**config.mk**
```make
export PLATFORM = sky130hd
export DESIGN_NAME = decode_stage_flat
export DESIGN_NICKNAME = d
export VERILOG_FILES = /design/src/rtl/decode_stage_if.sv /design/src/rtl/decode_stage.sv /design/src/flat_wrapper.sv
export SDC_FILE = /design/constraint.sdc
export NUM_CORES = 1
export LEC_CHECK = 0
export ABC_AREA = 0
export ABC_CLOCK_PERIOD_IN_PS = 2000
export BUFFER_PORTS_ARGS = -buffer_cell sky130_fd_sc_hd__buf_2
export CAP_MARGIN = 20
export CORE_ASPECT_RATIO = 0.7
export CORE_MARGIN = 5
export CORE_UTILIZATION = 42
export DETAILED_ROUTE_END_ITERATION = 10
export GPL_TIMING_DRIVEN = 0
export PLACE_DENSITY = 0.77
export SETUP_SLACK_MARGIN = 0.3
export SLEW_MARGIN = 0
export SYNTH_ARGS = -nofsm -noshare
export SYNTH_HDL_FRONTEND = slang
export SYNTH_SLANG_ARGS = --single-unit
```
**constraint.sdc**
```tcl
create_clock -name clk -period 2 [get_ports clk]
set_input_delay 0.1 -clock clk [delete_from_list [all_inputs] [get_ports clk]]
set_output_delay 0.1 -clock clk [all_outputs]
set_load 0.03 [all_outputs]
```
**src/rtl/decode_stage_if.sv**
```systemverilog
// Fetch-to-decode handshake: one instruction word plus its PC, valid/ready.
interface decode_stage_if #(
   parameter int XLEN = 32
);
   logic            if_valid;
   logic [XLEN-1:0] if_instr;
   logic [XLEN-1:0] if_pc;
   logic            if_ready;

   modport master (
      output if_valid, if_instr, if_pc,
      input  if_ready
   );

   modport slave (
      input  if_valid, if_instr, if_pc,
      output if_ready
   );
endinterface

```
**src/rtl/decode_stage.sv**
```systemverilog
// MIPS ID stage: decode, register read, ID/EX register, stall/flush/bubble.
// Optional macro REGFILE_BYPASS_EN forwards same-cycle writeback into operands.
module decode_stage #(
   parameter int XLEN    = 32,
   parameter int RADDR_W = 5
) (
   input  logic               clk,
   input  logic               rst,
   decode_stage_if.slave      fetch,
   output logic [RADDR_W-1:0] a_reg,
   output logic [RADDR_W-1:0] b_reg,
   input  logic [XLEN-1:0]    a,
   input  logic [XLEN-1:0]    b,
   input  logic               write_back_en,
   input  logic [RADDR_W-1:0] write_back_reg,
   input  logic [XLEN-1:0]    write_back,
   input  logic               ex_ready,
   input  logic               ex_flush,
   output logic               ex_valid,
   output logic [XLEN-1:0]    ex_pc,
   output logic [5:0]         ex_opcode,
   output logic [5:0]         ex_funct,
   output logic [XLEN-1:0]    ex_rs_val,
   output logic [XLEN-1:0]    ex_rt_val,
   output logic [XLEN-1:0]    ex_imm,
   output logic [RADDR_W-1:0] ex_dest_reg,
   output logic               ex_reg_write,
   output logic               ex_mem_read,
   output logic               ex_mem_write,
   output logic               ex_illegal
);

   typedef struct packed {
      logic [XLEN-1:0]    pc;
      logic [5:0]         opcode;
      logic [5:0]         funct;
      logic [XLEN-1:0]    rs_val;
      logic [XLEN-1:0]    rt_val;
      logic [XLEN-1:0]    imm;
      logic [RADDR_W-1:0] dest;
      logic               reg_write;
      logic               mem_read;
      logic               mem_write;
      logic               illegal;
   } id_ex_t;

   typedef enum logic {RUN, BUBBLE} state_t;

   id_ex_t q;
   id_ex_t d;
   logic   v;
   state_t state;

   logic [XLEN-1:0]    instr;
   logic [5:0]         op;
   logic [5:0]         fn;
   logic [RADDR_W-1:0] rs;
   logic [RADDR_W-1:0] rt;
   logic [RADDR_W-1:0] rd;
   logic [XLEN-1:0]    rs_val;
   logic [XLEN-1:0]    rt_val;
   logic [XLEN-1:0]    imm_s;
   logic [XLEN-1:0]    imm_z;
   logic [XLEN-1:0]    imm_u;
   logic [XLEN-1:0]    imm_j;

   logic is_r, is_alus, is_aluz, is_lui;
   logic is_lw, is_sw, is_br, is_j, is_jal;
   logic hz, accept, hold;

   assign instr = fetch.if_instr;
   assign op    = instr[31:26];
   assign fn    = instr[5:0];
   assign rs    = instr[25:21];
   assign rt    = instr[20:16];
   assign rd    = instr[15:11];
   assign a_reg = rs;
   assign b_reg = rt;

   assign imm_s = {{(XLEN-16){instr[15]}}, instr[15:0]};
   assign imm_z = {{(XLEN-16){1'b0}}, instr[15:0]};
   assign imm_u = {instr[15:0], {(XLEN-16){1'b0}}};
   assign imm_j = {{(XLEN-26){1'b0}}, instr[25:0]};

`ifdef REGFILE_BYPASS_EN
   assign rs_val = (write_back_en && write_back_reg == rs && rs != '0)
                 ? write_back : a;
   assign rt_val = (write_back_en && write_back_reg == rt && rt != '0)
                 ? write_back : b;
`else
   logic unused_wb;
   assign unused_wb = ^{write_back_en, write_back_reg, write_back};
   assign rs_val = a;
   assign rt_val = b;
`endif

   assign is_r    = op == 6'h00;
   assign is_alus = op inside {[6'h08:6'h0B]};
   assign is_aluz = op inside {[6'h0C:6'h0E]};
   assign is_lui  = op == 6'h0F;
   assign is_lw   = op == 6'h23;
   assign is_sw   = op == 6'h2B;
   assign is_br   = op == 6'h04 || op == 6'h05;
   assign is_j    = op == 6'h02;
   assign is_jal  = op == 6'h03;

   always_comb begin
      d        = '0;
      d.pc     = fetch.if_pc;
      d.opcode = op;
      d.funct  = fn;
      d.rs_val = rs_val;
      d.rt_val = rt_val;
      unique case (1'b1)
         is_r: begin
            d.dest      = rd;
            d.reg_write = fn != 6'h08;
         end
         is_alus: begin
            d.imm       = imm_s;
            d.dest      = rt;
            d.reg_write = 1'b1;
         end
         is_aluz: begin
            d.imm       = imm_z;
            d.dest      = rt;
            d.reg_write = 1'b1;
         end
         is_lui: begin
            d.imm       = imm_u;
            d.dest      = rt;
            d.reg_write = 1'b1;
         end
         is_lw: begin
            d.imm       = imm_s;
            d.dest      = rt;
            d.reg_write = 1'b1;
            d.mem_read  = 1'b1;
         end
         is_sw: begin
            d.imm       = imm_s;
            d.mem_write = 1'b1;
         end
         is_br: d.imm = imm_s;
         is_j:  d.imm = imm_j;
         is_jal: begin
            d.imm       = imm_j;
            d.dest      = 5'd31;
            d.reg_write = 1'b1;
         end
         default: d.illegal = 1'b1;
      endcase
      // $zero is never a real destination
      if (d.dest == '0) d.reg_write = 1'b0;
   end

   assign hz = v && q.mem_read && q.dest != '0
            && (q.dest == rs || q.dest == rt);

   assign fetch.if_ready = rst
                        && (ex_flush || ((!v || ex_ready) && !hz));

   assign accept = fetch.if_valid && fetch.if_ready;
   assign hold   = v && !ex_ready;

   always_ff @(posedge clk or negedge rst) begin
      if (!rst) begin
         v     <= 1'b0;
         q     <= '0;
         state <= RUN;
      end else if (ex_flush) begin
         v     <= 1'b0;
         state <= RUN;
      end else begin
         case (state)
            RUN:    state <= (hz && ex_ready) ? BUBBLE : RUN;
            BUBBLE: state <= RUN;
         endcase
         if (!hold) begin
            if (accept) begin
               v <= 1'b1;
               q <= d;
            end else begin
               v <= 1'b0;
            end
         end
      end
   end

   assign ex_valid     = v;
   assign ex_pc        = q.pc;
   assign ex_opcode    = q.opcode;
   assign ex_funct     = q.funct;
   assign ex_rs_val    = q.rs_val;
   assign ex_rt_val    = q.rt_val;
   assign ex_imm       = q.imm;
   assign ex_dest_reg  = q.dest;
   assign ex_reg_write = q.reg_write;
   assign ex_mem_read  = q.mem_read;
   assign ex_mem_write = q.mem_write;
   assign ex_illegal   = q.illegal;

endmodule
```
**src/flat_wrapper.sv**
```systemverilog
// flat-port wrapper written by rule: the top's interface ports become plain ports
module decode_stage_flat 
#(
   parameter int XLEN    = 32,
   parameter int RADDR_W = 5
)
  (clk, rst, a_reg, b_reg, a, b, write_back_en, write_back_reg, write_back, ex_ready, ex_flush, ex_valid, ex_pc, ex_opcode, ex_funct, ex_rs_val, ex_rt_val, ex_imm, ex_dest_reg, ex_reg_write, ex_mem_read, ex_mem_write, ex_illegal, fetch_if_valid, fetch_if_instr, fetch_if_pc, fetch_if_ready);
  decode_stage_if #(.XLEN(XLEN)) fetch_i ();
  input  logic clk;
  input  logic rst;
  output logic [RADDR_W-1:0] a_reg;
  output logic [RADDR_W-1:0] b_reg;
  input  logic [XLEN-1:0] a;
  input  logic [XLEN-1:0] b;
  input  logic write_back_en;
  input  logic [RADDR_W-1:0] write_back_reg;
  input  logic [XLEN-1:0] write_back;
  input  logic ex_ready;
  input  logic ex_flush;
  output logic ex_valid;
  output logic [XLEN-1:0] ex_pc;
  output logic [5:0] ex_opcode;
  output logic [5:0] ex_funct;
  output logic [XLEN-1:0] ex_rs_val;
  output logic [XLEN-1:0] ex_rt_val;
  output logic [XLEN-1:0] ex_imm;
  output logic [RADDR_W-1:0] ex_dest_reg;
  output logic ex_reg_write;
  output logic ex_mem_read;
  output logic ex_mem_write;
  output logic ex_illegal;
  input wire logic [$bits(fetch_i.if_valid)-1:0] fetch_if_valid;
  input wire logic [$bits(fetch_i.if_instr)-1:0] fetch_if_instr;
  input wire logic [$bits(fetch_i.if_pc)-1:0] fetch_if_pc;
  output wire logic [$bits(fetch_i.if_ready)-1:0] fetch_if_ready;
  assign fetch_i.if_valid = fetch_if_valid;
  assign fetch_i.if_instr = fetch_if_instr;
  assign fetch_i.if_pc = fetch_if_pc;
  assign fetch_if_ready = fetch_i.if_ready;
  decode_stage #(.XLEN(XLEN), .RADDR_W(RADDR_W)) u_core (.clk(clk), .rst(rst), .fetch(fetch_i), .a_reg(a_reg), .b_reg(b_reg), .a(a), .b(b), .write_back_en(write_back_en), .write_back_reg(write_back_reg), .write_back(write_back), .ex_ready(ex_ready), .ex_flush(ex_flush), .ex_valid(ex_valid), .ex_pc(ex_pc), .ex_opcode(ex_opcode), .ex_funct(ex_funct), .ex_rs_val(ex_rs_val), .ex_rt_val(ex_rt_val), .ex_imm(ex_imm), .ex_dest_reg(ex_dest_reg), .ex_reg_write(ex_reg_write), .ex_mem_read(ex_mem_read), .ex_mem_write(ex_mem_write), .ex_illegal(ex_illegal));
endmodule
```
# Word-level counts from Yosys, hierarchy flattened

Cells that the tools add are included.

$add $sub $neg: 0
Mux-type cells: 9
Divide/modulo/power cells: 0
Eq/ne operators: 11
$mul: 0
Shifts and indexed selects: 0
Reductions and logical operators: 24
Order comparisons: 4
Bitwise gates (word level): 2

Operator list:

| kind               | number |
|---|---|
| $pmux 32 s4        | 1 |
| $pmux 6 s3         | 1 |
| $eq 6x2->1 const B | 2 |
| $eq 6x3->1 const B | 2 |
| $eq 6x6->1 const B | 2 |
| $ge 6x4->1 const B | 2 |
| $le 6x4->1 const B | 2 |
| $eq 5x5->1         | 2 |
| $logic_and 1x1->1  | 9 |
| $reduce_or 9->1    | 1 |
| $reduce_or 4->1    | 2 |
| $mux 1             | 7 |
| $eq 6x4->1 const B | 1 |
| $logic_not 6->1    | 1 |
| $ne 6x4->1 const B | 1 |
| $logic_not 5->1    | 1 |
| $reduce_bool 5->1  | 1 |
| $logic_or 1x1->1   | 4 |
| $logic_not 1->1    | 3 |
| $reduce_and 3->1   | 1 |
| $ne 2x2->1 const B | 1 |
| $not 1->1          | 2 |
| $reduce_or 2->1    | 1 |

RAM bits: 0
Output and inout bits: 161
Input bits: 171
Register bits: 150
Memories kept: 0
Logic and storage cells: 62
ROM bits: 0
Latch bits: 0

# Depth between registers and ports, before layout

Gate-level depths: netlist of run 1.

Depth in word-level cells: 11
Depth in mapped cells: 7
Mapped depth without buffers: 5

# Worst setup path before layout of run 1

No wires, ideal clock.

Path kind: register to register
Start: register u_core.q (netlist bit u_core.ex_dest_reg[3])
End: register u_core.q (netlist bit u_core.ex_dest_reg[0])
Setup slack: -104 ps
Clock period less this slack: 2,104 ps
Data required time: 1,875 ps
Buffers on the path: 2
Data arrival time: 1,979 ps
Setup time: 125 ps
Stages on the path, launching flop included: 8
Cells stage by stage: dfrtp_1 xor2_1 nor3_1 a22oi_1 o31ai_4 buf_6 buf_6 mux2_4

Cells in the longest elaborated chain, start to end: 9
Elaborated cells between the ends (all ways): 12
Those cells by class: eq/ne (2); reduce/logical (10)

RTL lines:

| what                                                  | RTL line                                 | source |
|---|---|---|
| start: declaration                                    | decode_stage.sv:49                       | `id_ex_t q;` |
| start signal: assignment                              | decode_stage.sv:169                      | `q <= '0;` |
| start signal: assignment                              | decode_stage.sv:182                      | `q <= d;` |
| $eq 5x5->1 or $reduce_bool 5->1 (tied branches)       | decode_stage.sv:158, decode_stage.sv:157 |  |
| $logic_or 1x1->1 or $logic_and 1x1->1 (tied branches) | decode_stage.sv:158, decode_stage.sv:157 |  |
| $logic_and 1x1->1 (*)                                 | decode_stage.sv:158                      | `&& (q.dest == rs \|\| q.dest == rt);` |
| $logic_not 1->1 (*)                                   | decode_stage.sv:161                      | `&& (ex_flush \|\| ((!v \|\| ex_ready) && !hz));` |
| $logic_and 1x1->1 (*)                                 | decode_stage.sv:161                      |  |
| $logic_or 1x1->1 (*)                                  | decode_stage.sv:161                      |  |
| $logic_and 1x1->1 (*)                                 | decode_stage.sv:161                      |  |
| $logic_and 1x1->1 (*)                                 | decode_stage.sv:163                      | `assign accept = fetch.if_valid && fetch.if_ready;` |
| $reduce_and 3->1 (no line) (*)                        | -                                        |  |

Every way passes the cells marked *; elsewhere a longest branch is shown, timed or not.
A chain may end at the register's enable or synchronous reset.

# Worst setup path in the final report of run 1

Start: register u_core.q (netlist bit u_core.ex_dest_reg[1])
End: register u_core.q (netlist bit u_core.ex_pc[22])

The elaborated chain is that of the path after synthesis.

==> results of run 1 <==
-- metrics by stage --
step	instance area (µm²)	instances	util, %
after floorplan	6720	455	-
after global placement	8420	944	54.0
after detailed placement	8450	945	54.2
after CTS	10800	1117	69.5
after global routing	11000	1122	70.5
final	11000	1122	70.5
-- final cells by class --
class	instances	area share, %
timing repair buffer	435	28.4
clock inverter	15	1.41
tap	200	2.28
multi-input combinational	241	25.1
sequential	150	34.2
buffer	34	3.77
inverter	30	1.02
clock buffer	17	3.87
-- path summary, 6_finish.rpt --
check                                           start  slack (ns)                   to
worst max-delay path            u_core.ex_dest_reg[1]       -0.15     u_core.ex_pc[22]
worst min-delay path                              rst       -0.29  u_core.ex_rt_val[1]
worst max register to register  u_core.ex_dest_reg[1]       -0.15     u_core.ex_pc[22]
worst min register to register    u_core.ex_rs_val[5]        0.50  u_core.ex_rs_val[5]
max in group asynchronous                         rst        1.45     u_core.ex_imm[7]
min in group clk                   fetch_if_instr[26]        0.04  u_core.ex_opcode[0]
-- cell families after synthesis --
family	Yosys count	synth area share (%)
XOR/XNOR	11	1.43
buffers and inverters	64	5.55
AO/OA/AOI/OAI	39	5.16
flip-flops	150	55.9
AND/OR/NAND/NOR	42	3.26
multiplexers	149	28.7
-- cell usage in the layout (no fill, tap or decap), types with 3 or more instances in the layout --
| master | synthesis | routed |
|---|---|---|
| buf_2 | 9 | 291 |
| nor3_2 | 1 | 3 |
| inv_1 | 30 | 30 |
| mux2i_1 | 24 | 23 |
| mux2_2 | 50 | 15 |
| inv_8 | 0 | 5 |
| xor2_1 | 11 | 11 |
| a221o_1 | 12 | 12 |
| buf_8 | 0 | 7 |
| a21oi_1 | 8 | 8 |
| buf_6 | 10 | 12 |
| buf_12 | 0 | 12 |
| buf_16 | 0 | 9 |
| nor3b_1 | 3 | 3 |
| nand2_1 | 19 | 19 |
| inv_6 | 0 | 5 |
| buf_4 | 12 | 18 |
| dlygate4sd3_1 | 0 | 115 |
| nor2_1 | 5 | 5 |
| mux2_4 | 75 | 110 |
| clkbuf_16 | 0 | 19 |
| dfrtp_1 | 150 | 146 |
| dfrtp_2 | 0 | 4 |
-- layer usage --
layer	GRT usage [%]	routed length (µm)	up-vias
met5	0	0	-
met4	5.00	261	0
met3	9.17	2030	24
met2	46.5	12300	230
met1	29.6	9370	2741
li1	-	-	2499
-- report_power, final --
part | leakage (nW) | internal (W) | total [W] | switching (W)
registers | 1.84 | 0.00358 | 0.00391 | 0.000334
clock network | 0.285 | 0.00177 | 0.00322 | 0.00144
logic | 3.76 | 0.00147 | 0.00348 | 0.00201
total | 5.89 | 0.00682 | 0.0106 | 0.00379
-- worst reg2reg max path, delay by kind of cell (launching register included) --
family / cells / cell delay [ns]
AND/OR/NAND/NOR: 1 / 0.53
multiplexers: 1 / 0.30
flip-flops: 1 / 0.43
AO/OA/AOI/OAI: 2 / 0.31
buffers and inverters: 3 / 0.46
-- what timing repair did --
action,in CTS,in global routing
setup buffers,17,3
hold endpoints to repair,195,78
gates resized for setup,85,20
pin swaps,7,3
cloned,8,2
setup endpoints to repair,151,151
==> results.py, run 1 <==
metrics = {
    "synth": {
        "yosysTopAreaCell": "dfrtp_1",
        "postSynthCellCount": 455,
        "yosysTopAreaCellShare_pct": 55.9,
        "async_flop_share_pct": 100,
        "ys_top_cells_by_area": "dfrtp_1, mux2_4, mux2_2",
        "synthFlopType": "dfrtp_1",
        "synth_warnings": 0,
        "ys_seq_area_share_pct": 55.9,
        "synth_most_common_cell": "dfrtp_1",
        "synth_edf_count": 0,
        "synth_cell_types": 43,
        "syn_avg_cell_area_um2": 14.8,
        "synth.cell_area_um2": 6720,
        "synth_seq_cells": 150,
        "syn_nets": 626,
        "synth_common_cells": "dfrtp_1, mux2_4, mux2_2",
    },
    "placement": {
        "dp_slack_ns": -0.330,
        "hpwl_mm": 14.8,
        "portBuffers": 289,
        "gp_congestion": 0.824,
    },
    "die": {
        "fp.coreArea_um2": 15600,
        "die-area_um2": 18700,
        "die_h_um": 116,
        "rows": 38,
        "io_pins": 332,
        "die_w_um": 161,
        "start_util_pct": 43.1,
    },
    "final_layout": {
        "drive_gt1_share_pct": 57.3,
        "final-seq-area_um2": 3760,
        "fillers": 1032,
        "nets": 1080,
        "syn_to_final_growth_pct": 63.6,
        "multi_input_area_um2": 2760,
        "num_antenna_cells": 0,
    },
    "drt": {
        "vias": 5494,
        "drc_errors": 0,
        "vias_per_cell": 4.90,
        "drt_wl_total_mm": 24.0,
        "antenna_left": 0,
        "dr.pass1.iters": 4,
        "drt-initial-drc-count": 188,
        "routedWlPerCell_um": 21.4,
    },
    "grt": {
        "grt_pass1_wl_mm": 36.5,
        "grt_max_degree": 82,
        "grt.overflow.total": 0,
        "first_global_vias": 6229,
        "grt_util_all_layers_pct": 25.5,
        "antenna_found_initial": 0,
    },
    "timing": {
        "fin_ws_ns": -0.150,
        "setup_viol": 150,
        "worst_pin_slew_ns": 0.777,
        "slew_headroom_pct": 48.2,
        "slew_viol_final": 0,
        "hold_slack_ns": -0.292,
        "clock_skew_ns": 0.0176,
        "period_minus_slack_ns": 2.15,
        "rsz0062_at_grt": "yes",
        "post-route-period-util_pct": 108,
        "hold_viol": 78,
        "max_freq_mhz": 465,
        "totalNegativeSetupSlack_ns": -15.60,
    },
    "cts": {
        "cts-root-buf": "clkbuf_16",
        "ctsHoldBuffers": 115,
        "worst_skew_pair.late_latency_ns": 0.42,
        "cts_inserted_buffers": 17,
        "htreeDepth": 4,
        "cts_buffer_depth": 2,
        "cts.sinks": 150,
        "clk_pin_slew_ns": 0.07,
        "cts_tree": "done",
    },
    "worst_setup_path": {
        "crit_buf_inv": 3,
        "worst_ep_required_time_ns": 2.29,
        "slowest_stage": "or4_4",
        "r2r_cells": 7,
        "crit_chain": "or4_4 -> o21ai_4 -> o31ai_4 -> buf_6 -> buf_12 -> buf_12 -> mux2_4",
        "cp.depth": 7,
        "crit_top_cell": "buf_12",
        "critPathLaunchType": "flip-flop",
        "cp.arrival_ns": 2.44,
        "critPathTopFamily": "simple AND/OR/NAND/NOR gates",
        "path_class": "flip-flop to flip-flop",
        "worst_setup_path_end_kind": "flip-flop",
        "critPathMaxStageDelay_ns": 0.53,
        "crit_fanout": 10,
    },
    "run": {
        "drv_cap": 0,
    },
    "power": {
        "p_per_area_nw_per_um2": 965,
        "p_leak_nw": 5.89,
        "peakVddDrop_mv": 0.654,
        "power_w": 0.0106,
    },
    "min_path": {
        "hp-class": "primary input to async pin",
    },
    "status": {
        "violations": "negative hold slack, negative setup slack",
        "status": "complete, but fails checks",
    },
}
(Power assumes the default switching activity.)
==> run 2, diff against run 1 <==
- ABC_CLOCK_PERIOD_IN_PS: 2000 -> 2450
- CORE_UTILIZATION: 42 -> 46
- PLACE_DENSITY: 0.77 -> 0.8
- clock period: 2 -> 2.45 ns (I/O delays scaled with it)
==> results.py, run 2 (synthesis results as in run 1) <==
metrics = {
    "placement": {
        "place_area_um2": 8440,
        "gp_congestion": 0.828,
        "hpwl_mm": 14.6,
        "portBuffers": 289,
        "dp_slack_ns": 0.0703,
    },
    "final_layout": {
        "stdcell_area_um2": 10300,
        "final_common_cell": "buf_2",
        "syn_to_final_growth_pct": 53.3,
        "drive_gt1_share_pct": 55.8,
        "fillers": 947,
        "nets": 1056,
        "mostFrequentLayoutCells": "buf_2, dfrtp_1, dlygate4sd3_1",
        "final-seq-area_um2": 3760,
        "multi_input_area_um2": 2610,
        "final_util_pct": 71.1,
    },
    "timing": {
        "post-route-period-util_pct": 90.1,
        "hold_slack_ns": 0.0146,
        "hold_viol": 0,
        "slew_headroom_pct": 46.7,
        "period_minus_slack_ns": 2.21,
        "slew_viol_final": 0,
        "setup_viol": 0,
        "worst_pin_slew_ns": 0.796,
        "rsz0062_at_grt": "yes",
        "max_freq_mhz": 453,
        "fin_ws_ns": 0.243,
        "clock_skew_ns": 0.00920,
    },
    "min_path": {
        "hold_start": "fetch_if_instr[15]",
        "hp-class": "primary input to flip-flop",
        "hold-path-endpoint": "u_core.ex_imm[15]",
        "min_path_cells": 3,
    },
    "power": {
        "power_w": 0.00844,
        "p_clk_share_pct": 30.4,
        "peakVddDrop_mv": 0.474,
        "internal-power_w": 0.00542,
        "swShare_pct": 35.8,
        "combPwrFrac_pct": 31.6,
        "p_per_area_nw_per_um2": 820,
        "seq_power_share_pct": 38.0,
        "p_leak_nw": 5.44,
        "power.switching_w": 0.00302,
    },
    "drt": {
        "drt_wl_total_mm": 23.3,
        "drt-initial-drc-count": 295,
        "drc_errors": 0,
        "routedWlPerCell_um": 21.3,
        "dr.pass1.iters": 5,
        "antenna_left": 0,
        "vias": 5524,
        "vias_per_cell": 5.05,
    },
    "worst_setup_path": {
        "cp.arrival_ns": 2.51,
        "worst_ep_required_time_ns": 2.75,
        "r2r-end": "u_core.ex_pc[24]",
        "crit_fanout": 10,
        "worst_setup_path_end_kind": "flip-flop",
        "r2r-start": "u_core.ex_dest_reg[4]",
        "ff2ff_setup_slack_ns": 0.24,
        "r2r_cells": 7,
        "path_class": "flip-flop to flip-flop",
        "critPathLaunchType": "flip-flop",
    },
    "cts": {
        "cts_inserted_buffers": 17,
        "cts_buffer_depth": 2,
        "worst_skew_pair.late_latency_ns": 0.41,
        "cts_tree": "done",
        "htreeDepth": 4,
        "clk_pin_slew_ns": 0.07,
        "cts.sinks": 150,
        "cts-root-buf": "clkbuf_16",
    },
    "grt": {
        "grt_max_degree": 91,
        "first_global_vias": 6085,
        "antenna_found_initial": 1,
        "grt.overflow.total": 0,
        "grt_util_all_layers_pct": 26.3,
        "grt_pass1_wl_mm": 34.9,
    },
    "die": {
        "fp.coreArea_um2": 14500,
        "io_pins": 332,
        "die_h_um": 111,
        "start_util_pct": 46.4,
        "rows": 37,
        "die-area_um2": 17200,
        "die_w_um": 154,
    },
    "status": {
        "status": "finished, final reports clean",
    },
    "run": {
        "drv_cap": 0,
    },
}
-- run 2: changes by cell type in the layout (fill, tap and decap cells not counted), sizes merged --
cell / change
inv: -2
buf: -21
diode: +1
clkinvlp: +1
dlygate4sd3: -2
-- run 2: layer usage --
layer / wire (µm) / share of wire [%] / global-route usage (%) / vias up
li1: - / - / - / 2457
met1: 8800 / 38 / 31.1 / 2748
met2: 11800 / 51 / 45.9 / 274
met3: 1980 / 8.5 / 7.96 / 45
met4: 692 / 3.0 / 8.47 / 0
met5: 0 / 0 / 0 / -
-- run 2: area by class of cell --
| cell class | count | area share (%) |
|---|---|---|
| inverters | 30 | 1.09 |
| repair buffers | 411 | 26.3 |
| well taps | 195 | 2.37 |
| multi-input cells | 241 | 25.3 |
| clock buffers | 18 | 4.17 |
| flip-flops and latches | 150 | 36.5 |
| diodes | 1 | 0.0243 |
| clock inverters | 14 | 1.36 |
| plain buffers | 34 | 2.86 |
-- run 2: power by group through the flow --
| stage | Combinational, W | Sequential [W] | Clock (W) |
|---|---|---|---|
| after CTS | 0.00262 | 0.00317 | 0.00259 |
| after detailed placement | 0.00245 | 0.00321 | 0 |
| final | 0.00267 | 0.00321 | 0.00257 |
| after global placement | 0.00240 | 0.00318 | 0 |
| after floorplan | 0.000707 | 0.00409 | 0 |
| after global routing | 0.00279 | 0.00326 | 0.00273 |
-- run 2: how the worst max path moves through the flow --
stage	startpoint	end	slack, ns	depth (start not counted)
3_3_place_gp	rst	u_core.ex_pc[3]	-1.73	6
6_report	u_core.ex_dest_reg[4]	u_core.ex_pc[24]	0.24	7
5_1_grt	u_core.ex_dest_reg[4]	u_core.ex_rs_val[6]	0.17	7
3_5_place_dp	rst	u_core.ex_pc[6]	0.07	7
2_1_floorplan	u_core.ex_dest_reg[3]	u_core.ex_dest_reg[0]	0.35	7
4_1_cts	u_core.ex_dest_reg[3]	u_core.ex_pc[6]	0.30	7
-- run 2: what timing repair did --
| action | CTS | global route |
|---|---|---|
| buffers inserted | 5 | 0 |
| setup endpoints to repair | 151 | 145 |
| pin swaps | 3 | 1 |
| hold endpoints to repair | 176 | 0 |
| cloned | 0 | 2 |
| hold buffers | 114 | 0 |
| gates resized for setup | 10 | 9 |
-- run 2: per-stage QoR --
step                setup TNS [ns]  instances
floorplan                        0        455
global placement           -391.88        939
detailed placement               0        940
CTS                              0       1091
global route                     0       1094
finish                           0       1094
-- run 2: worst max-delay path: stages (launching register included) --
cell and delay (ns):
dfrtp_1 0.47, xor2_1 0.18, nor3_1 0.18, a22oi_2 0.16
o31ai_4 0.33, buf_6 0.23, buf_6 0.21, mux2_4 0.33
